===== config.mk =====
export PLATFORM = sky130hd
export DESIGN_NAME = sms_sbox_share_arb
export DESIGN_NICKNAME = d
export VERILOG_FILES = /design/src/rtl/sms_pkg.sv /design/src/rtl/sms_rr_arbiter.sv /design/src/rtl/sms_sbox_core.sv /design/src/rtl/sms_sbox_share_arb.sv
export SDC_FILE = /design/constraint.sdc
export NUM_CORES = 1
export LEC_CHECK = 0
export CAP_MARGIN = 30
export CORE_MARGIN = 2
export CORE_UTILIZATION = 30
export CTS_BUF_LIST = sky130_fd_sc_hd__clkbuf_2
export CTS_CLUSTER_SIZE = 40
export DETAILED_ROUTE_END_ITERATION = 8
export PLACE_DENSITY = 0.54
export SLEW_MARGIN = 20
export SYNTH_ARGS = -nofsm -noshare
export SYNTH_HDL_FRONTEND = slang
export SYNTH_HIERARCHICAL = 1
export SYNTH_SLANG_ARGS = --single-unit

===== constraint.sdc =====
create_clock -name clk -period 36.1 [get_ports clk]
set_input_delay 3.61 -clock clk [delete_from_list [all_inputs] [get_ports clk]]
set_output_delay 3.61 -clock clk [all_outputs]
set_load 0.005 [all_outputs]

===== src/rtl/sms_pkg.sv =====
// Shared definitions for the S-box sharing arbiter: field width, field polynomial,
// pointer helper and the golden S-box table.
package sms_pkg;

  localparam int unsigned SBOX_W = 6;
  localparam int unsigned SBOX_N = 64;

  // Low part of the field polynomial x^6 + x + 1 (x^6 reduces to x + 1)
  localparam logic [SBOX_W-1:0] GF_RED = 6'h03;

  // Round-robin pointer increment with wrap at n
  function automatic int unsigned rr_next(input int unsigned ptr, input int unsigned n);
    return (ptr + 1 >= n) ? 0 : ptr + 1;
  endfunction

  // Golden x^52 table built from discrete logs: for x = a^k, x^52 = a^(52k mod 63)
  function automatic logic [SBOX_N-1:0][SBOX_W-1:0] gen_golden();
    logic [SBOX_W-1:0]               alog [63];
    logic [SBOX_W-1:0]               a;
    logic [SBOX_N-1:0][SBOX_W-1:0]   t;
    a = 6'h01;
    for (int k = 0; k < 63; k++) begin
      alog[k] = a;
      a = {a[SBOX_W-2:0], 1'b0} ^ (a[SBOX_W-1] ? GF_RED : 6'h00);
    end
    t = '0;
    for (int k = 0; k < 63; k++) begin
      t[alog[k]] = alog[(52 * k) % 63];
    end
    return t;
  endfunction

  localparam logic [SBOX_N-1:0][SBOX_W-1:0] SBOX_GOLDEN = gen_golden();

endpackage


===== src/rtl/sms_rr_arbiter.sv =====
// Combinational round-robin arbiter: first requester at or after ptr wins.
module sms_rr_arbiter #(
  parameter int unsigned N_REQ = 4,
  parameter int unsigned ID_W  = 2
) (
  input  logic [N_REQ-1:0] req,
  input  logic [ID_W-1:0]  ptr,
  input  logic             enable,
  output logic [N_REQ-1:0] grant,
  output logic [ID_W-1:0]  idx
);

  logic        found;
  logic [31:0] cand;

  // Rotating priority search, then one-hot grant gated by enable
  always_comb begin
    found = 1'b0;
    idx   = '0;
    cand  = '0;
    for (int unsigned k = 0; k < N_REQ; k++) begin
      cand = (32'(ptr) + 32'(k)) % 32'(N_REQ);
      if (!found && req[cand[ID_W-1:0]]) begin
        found = 1'b1;
        idx   = cand[ID_W-1:0];
      end
    end
    grant = (found && enable) ? (N_REQ'(1) << idx) : '0;
  end

endmodule


===== src/rtl/sms_sbox_core.sv =====
// Combinational GF(2^6) power map y = x^52 (x^32 * x^16 * x^4).
module sms_sbox_core
  import sms_pkg::*;
(
  input  logic [SBOX_W-1:0] x,
  output logic [SBOX_W-1:0] y
);

  // Shift-and-add field multiply modulo x^6 + x + 1
  function automatic logic [SBOX_W-1:0] gf_mul(input logic [SBOX_W-1:0] a,
                                               input logic [SBOX_W-1:0] b);
    logic [SBOX_W-1:0] p;
    logic [SBOX_W-1:0] s;
    p = '0;
    s = a;
    for (int i = 0; i < int'(SBOX_W); i++) begin
      if (b[i]) p = p ^ s;
      s = {s[SBOX_W-2:0], 1'b0} ^ (s[SBOX_W-1] ? GF_RED : 6'h00);
    end
    return p;
  endfunction

  logic [SBOX_W-1:0] x2, x4, x8, x16, x32;

  // Squaring chain followed by the two products
  always_comb begin
    x2  = gf_mul(x, x);
    x4  = gf_mul(x2, x2);
    x8  = gf_mul(x4, x4);
    x16 = gf_mul(x8, x8);
    x32 = gf_mul(x16, x16);
    y   = gf_mul(gf_mul(x32, x16), x4);
  end

endmodule


===== src/rtl/sms_sbox_share_arb.sv =====
// One S-box core shared by N_REQ requesters with round-robin arbitration
// and a single registered, id-tagged result stage.
module sms_sbox_share_arb
  import sms_pkg::*;
#(
  parameter int unsigned N_REQ = 4,
  parameter int unsigned ID_W  = 2
) (
  input  logic                    clk,
  input  logic                    rst_n,
  input  logic [N_REQ-1:0]        req_valid,
  input  logic [SBOX_W*N_REQ-1:0] req_data,
  output logic [N_REQ-1:0]        req_ready,
  output logic                    rsp_valid,
  output logic [SBOX_W-1:0]       rsp_data,
  output logic [ID_W-1:0]         rsp_id,
  input  logic                    rsp_ready,
  output logic                    busy
);

  logic [ID_W-1:0]   rr_ptr;
  logic [ID_W-1:0]   gnt_idx;
  logic [N_REQ-1:0]  gnt;
  logic              slot_free;
  logic              xfer;
  logic [SBOX_W-1:0] sbox_in;
  logic [SBOX_W-1:0] sbox_out;

  // Result slot can take a new value when empty or being drained this cycle
  assign slot_free = !rsp_valid || rsp_ready;
  assign req_ready = gnt;
  assign xfer      = |(req_valid & gnt);
  assign busy      = (|req_valid) || rsp_valid;

  sms_rr_arbiter #(
    .N_REQ (N_REQ),
    .ID_W  (ID_W)
  ) u_arb (
    .req    (req_valid),
    .ptr    (rr_ptr),
    .enable (rst_n && slot_free),
    .grant  (gnt),
    .idx    (gnt_idx)
  );

  // Operand mux driven by the granted index
  always_comb begin
    sbox_in = '0;
    for (int unsigned i = 0; i < N_REQ; i++) begin
      if (gnt_idx == ID_W'(i)) sbox_in = req_data[i*SBOX_W +: SBOX_W];
    end
  end

  sms_sbox_core u_sbox (
    .x (sbox_in),
    .y (sbox_out)
  );

  // Result register and round-robin pointer; a drain without refill only clears valid
  always_ff @(posedge clk) begin
    if (!rst_n) begin
      rsp_valid <= 1'b0;
      rsp_data  <= '0;
      rsp_id    <= '0;
      rr_ptr    <= '0;
    end else if (xfer) begin
      rsp_valid <= 1'b1;
      rsp_data  <= sbox_out;
      rsp_id    <= gnt_idx;
      rr_ptr    <= ID_W'(rr_next(32'(gnt_idx), N_REQ));
    end else if (rsp_ready) begin
      rsp_valid <= 1'b0;
    end
  end

endmodule


==> out/metrics.csv <==
stage;metric;value;unit
grt;use_met3;1.747;%
yosys;synth_edf_count;0;
grt;grt_max_degree;29;
final_layout;antenna_cells;0;
place;gp_congestion;0.8702;
clocking;clk_pin_slew;0.10;ns
detailed_routing;avgViaCountPerCell;5.499;
yosys;postSynthCellCount;512;
min_path;hold_class;reg -> reg;
floorplan;initial_core_util;30.61;%
min_path;min_to;rsp_data[4];
floorplan;core_area;11960;µm²
sta;finalSetupViolations;0;
clocking;clk_latency;0.25;ns
status;outcome;completed;
final_layout;num-nets-final;572;
clocking;tritoncts;built;
clocking;post_cts_resized;0;
yosys;synthMostInstantiatedCell;xnor2_1;
floorplan;fp-row-count;40;
detailed_routing;dr.pass1.iters;5;
setup_path;path_delay_family;XOR/XNOR gates;
final_layout;fin_area;4199;µm²
sta;drv_slew;0;
setup_path;crit_path_top_delay_cell;xnor2_1;
grt;grt-busiest-layer;met2;
sta;rsz0062_at_grt;no;
setup_path;path_buf_inv;6;
sta;post-route-period-util;47.19;%
sta;final.setup.tns;0;ns
yosys;synth_warnings;6;
clocking;postCtsHoldBufs;0;
place;dp_hpwl;7554;µm
detailed_routing;wirelength;10170;µm
grt;grt_util_met2;25.84;%
detailed_routing;vias;3728;
sta;max_freq;58.70;MHz
grt;grt_pass1_vias;3283;
setup_path;crit_path_start;req_valid[0];
grt;gr-total-overflow;0;
place;io_buffers;44;
grt;antenna_found_initial;0;
final_layout;drive_above_1_share;6.215;%
setup_path;r2r-start;rr_ptr[1];
clocking;cts_setup_buffers;0;
min_path;worstHoldStart;rsp_data[4];
run;maxCapViolCount;0;
setup_path;rr_endpoint;rsp_data[2];
sta;fin_skew;0.003936;ns
setup_path;max_stage_delay;0.87;ns
yosys;ys_seq_area_share;6.015;%
min_path;hold-path-cell-count;2;
grt;use_met1;20.53;%
yosys;synth_area_leaders;xnor2_1 (16%), mux2i_1 (7.7%), dfxtp_1 (6.0%);
yosys;yosys-top-cells-count;xnor2_1 (66), nand2_1 (58), nor2_1 (48);
setup_path;cp_max_fo;23;
clocking;htreeDepth;1;
detailed_routing;ant_nets;0;
sta;hold_viol_final;0;
floorplan;ios;45;
floorplan;die_h;114.5;µm
sta;worstMarginPinSlew;1.017;ns
detailed_routing;drt-initial-drc-count;260;
yosys;ys.flop_type;dfxtp_1;
yosys;async_flop_share;0;%
setup_path;path_class;in -> reg;
place;post-place-ws;18.77;ns
final_layout;final.fill_count;1288;
floorplan;die_area;13100;µm²
clocking;clock_sinks;11;
setup_path;worstPathRequired;36.29;ns
clocking;cts_buffers;3;
sta;min_period;17.04;ns
setup_path;worst_r2r_path_depth;44;
grt;grt_pass1_wl;16450;µm
setup_path;worstSetupStartpointType;primary input;
sta;timing.final.ws_setup;19.06;ns
yosys;synth_top_area_cell;xnor2_1;
grt;grtUsageTotal;14.92;%
clocking;cts_max_path_buffers;2;
detailed_routing;drc;0;
yosys;synthesis.nets;552;
yosys;synthesis.area;3661;µm²
sta;slew_headroom;31.72;%
final_layout;area_growth;14.70;%
setup_path;r2r_setup_slack;22.54;ns
setup_path;crit_path_frequent_cell;xnor2_1;
yosys;synth.top_cell.area_share;15.79;%
setup_path;worst_setup_path_end_kind;register;
yosys;post_synth_num_cell_types;69;
final_layout;post-route-util;35.10;%
yosys;synth-seq-cells;11;
floorplan;die_x;114.5;µm
yosys;avgSynthCellArea;7.150;µm²
clocking;cts-root-buf;clkbuf_2;
detailed_routing;wl_per_cell;15.00;µm
place;placed_cell_area;4167;µm²
setup_path;arrival;17.22;ns
[worst max-delay path by stage]
stage | endpoint | cells after the start
detailed placement | rsp_data[2] | 44
global placement | rsp_data[2] | 46
global route | rsp_data[2] | 45
finish | rsp_data[2] | 45
floorplan | rsp_data[2] | 48
CTS | rsp_data[2] | 45
[sequential cells by signal, indices dropped and copies added, names as in the netlist]
signal / cells
rsp_data: 6
rr_ptr: 2
rsp_id: 2
rsp_valid: 1
[stage by stage]
step / instances / hold slack, ns
2_1_floorplan: 512 / 0.4514
3_3_place_gp: 673 / 0.4459
4_1_cts: 677 / 0.4706
5_1_grt: 678 / 0.4883
3_5_place_dp: 673 / 0.4544
6_report: 678 / 0.4653
[kinds of logic (layout without fill, tap and decap cells)]
family | count (synthesis) | count (layout) | share of synthesized area, %
XOR/XNOR | 86 | 86 | 24.13
AO/OA/AOI/OAI | 140 | 140 | 27.51
adder cells (fa/ha/maj) | 9 | 9 | 3.076
AND/OR/NAND/NOR | 167 | 167 | 20.88
buffers and inverters | 61 | 80 | 7.040
multiplexers | 38 | 38 | 11.35
flip-flops | 11 | 11 | 6.015
[cells in the final DEF, fill, tap and decap left out, types with 3 or more instances in the layout]
cell	instances
and2_1	4
clkbuf_2	4
o311a_1	3
ha_1	9
and3_1	6
nand2b_1	5
buf_4	6
mux2i_1	28
a22o_1	7
a211o_1	5
dfxtp_1	11
nor3_1	17
xnor3_1	4
o221ai_1	3
o211a_1	4
mux2_2	8
a21oi_1	32
clkdlybuf4s50_1	44
a211oi_1	12
o211ai_1	5
xor2_1	11
o21ai_0	23
nor2_1	48
nand2_1	58
a31oi_1	4
xnor2_1	65
o22ai_1	11
nand3_1	14
inv_1	23
a22oi_1	3
[area by class of cell]
| class | count | area (µm²) | area share [%] |
|---|---|---|---|
| multi-input combinational | 440 | 3191 | 75.98 |
| timing repair buffer | 51 | 490.5 | 11.68 |
| sequential | 11 | 220.2 | 5.244 |
| tap | 147 | 183.9 | 4.380 |
| inverter | 25 | 93.84 | 2.235 |
| clock buffer | 4 | 20.02 | 0.4768 |
[metal layers]
layer  up-vias  wire length [µm]
met5         -                 0
met4         0                74
met3         8               503
met2       101              4709
met1      1742              4885
li1       1877                 -
[worst min-delay path, cell delays in order, from the launching register on]
cell and delay [ns]:
dfxtp_1 0.32, nand2_1 0.05, mux2i_1 0.05
Power is left out: the tool's default activity adds up to more than one toggle a clock period on the data nets, which glitch-free logic cannot reach.
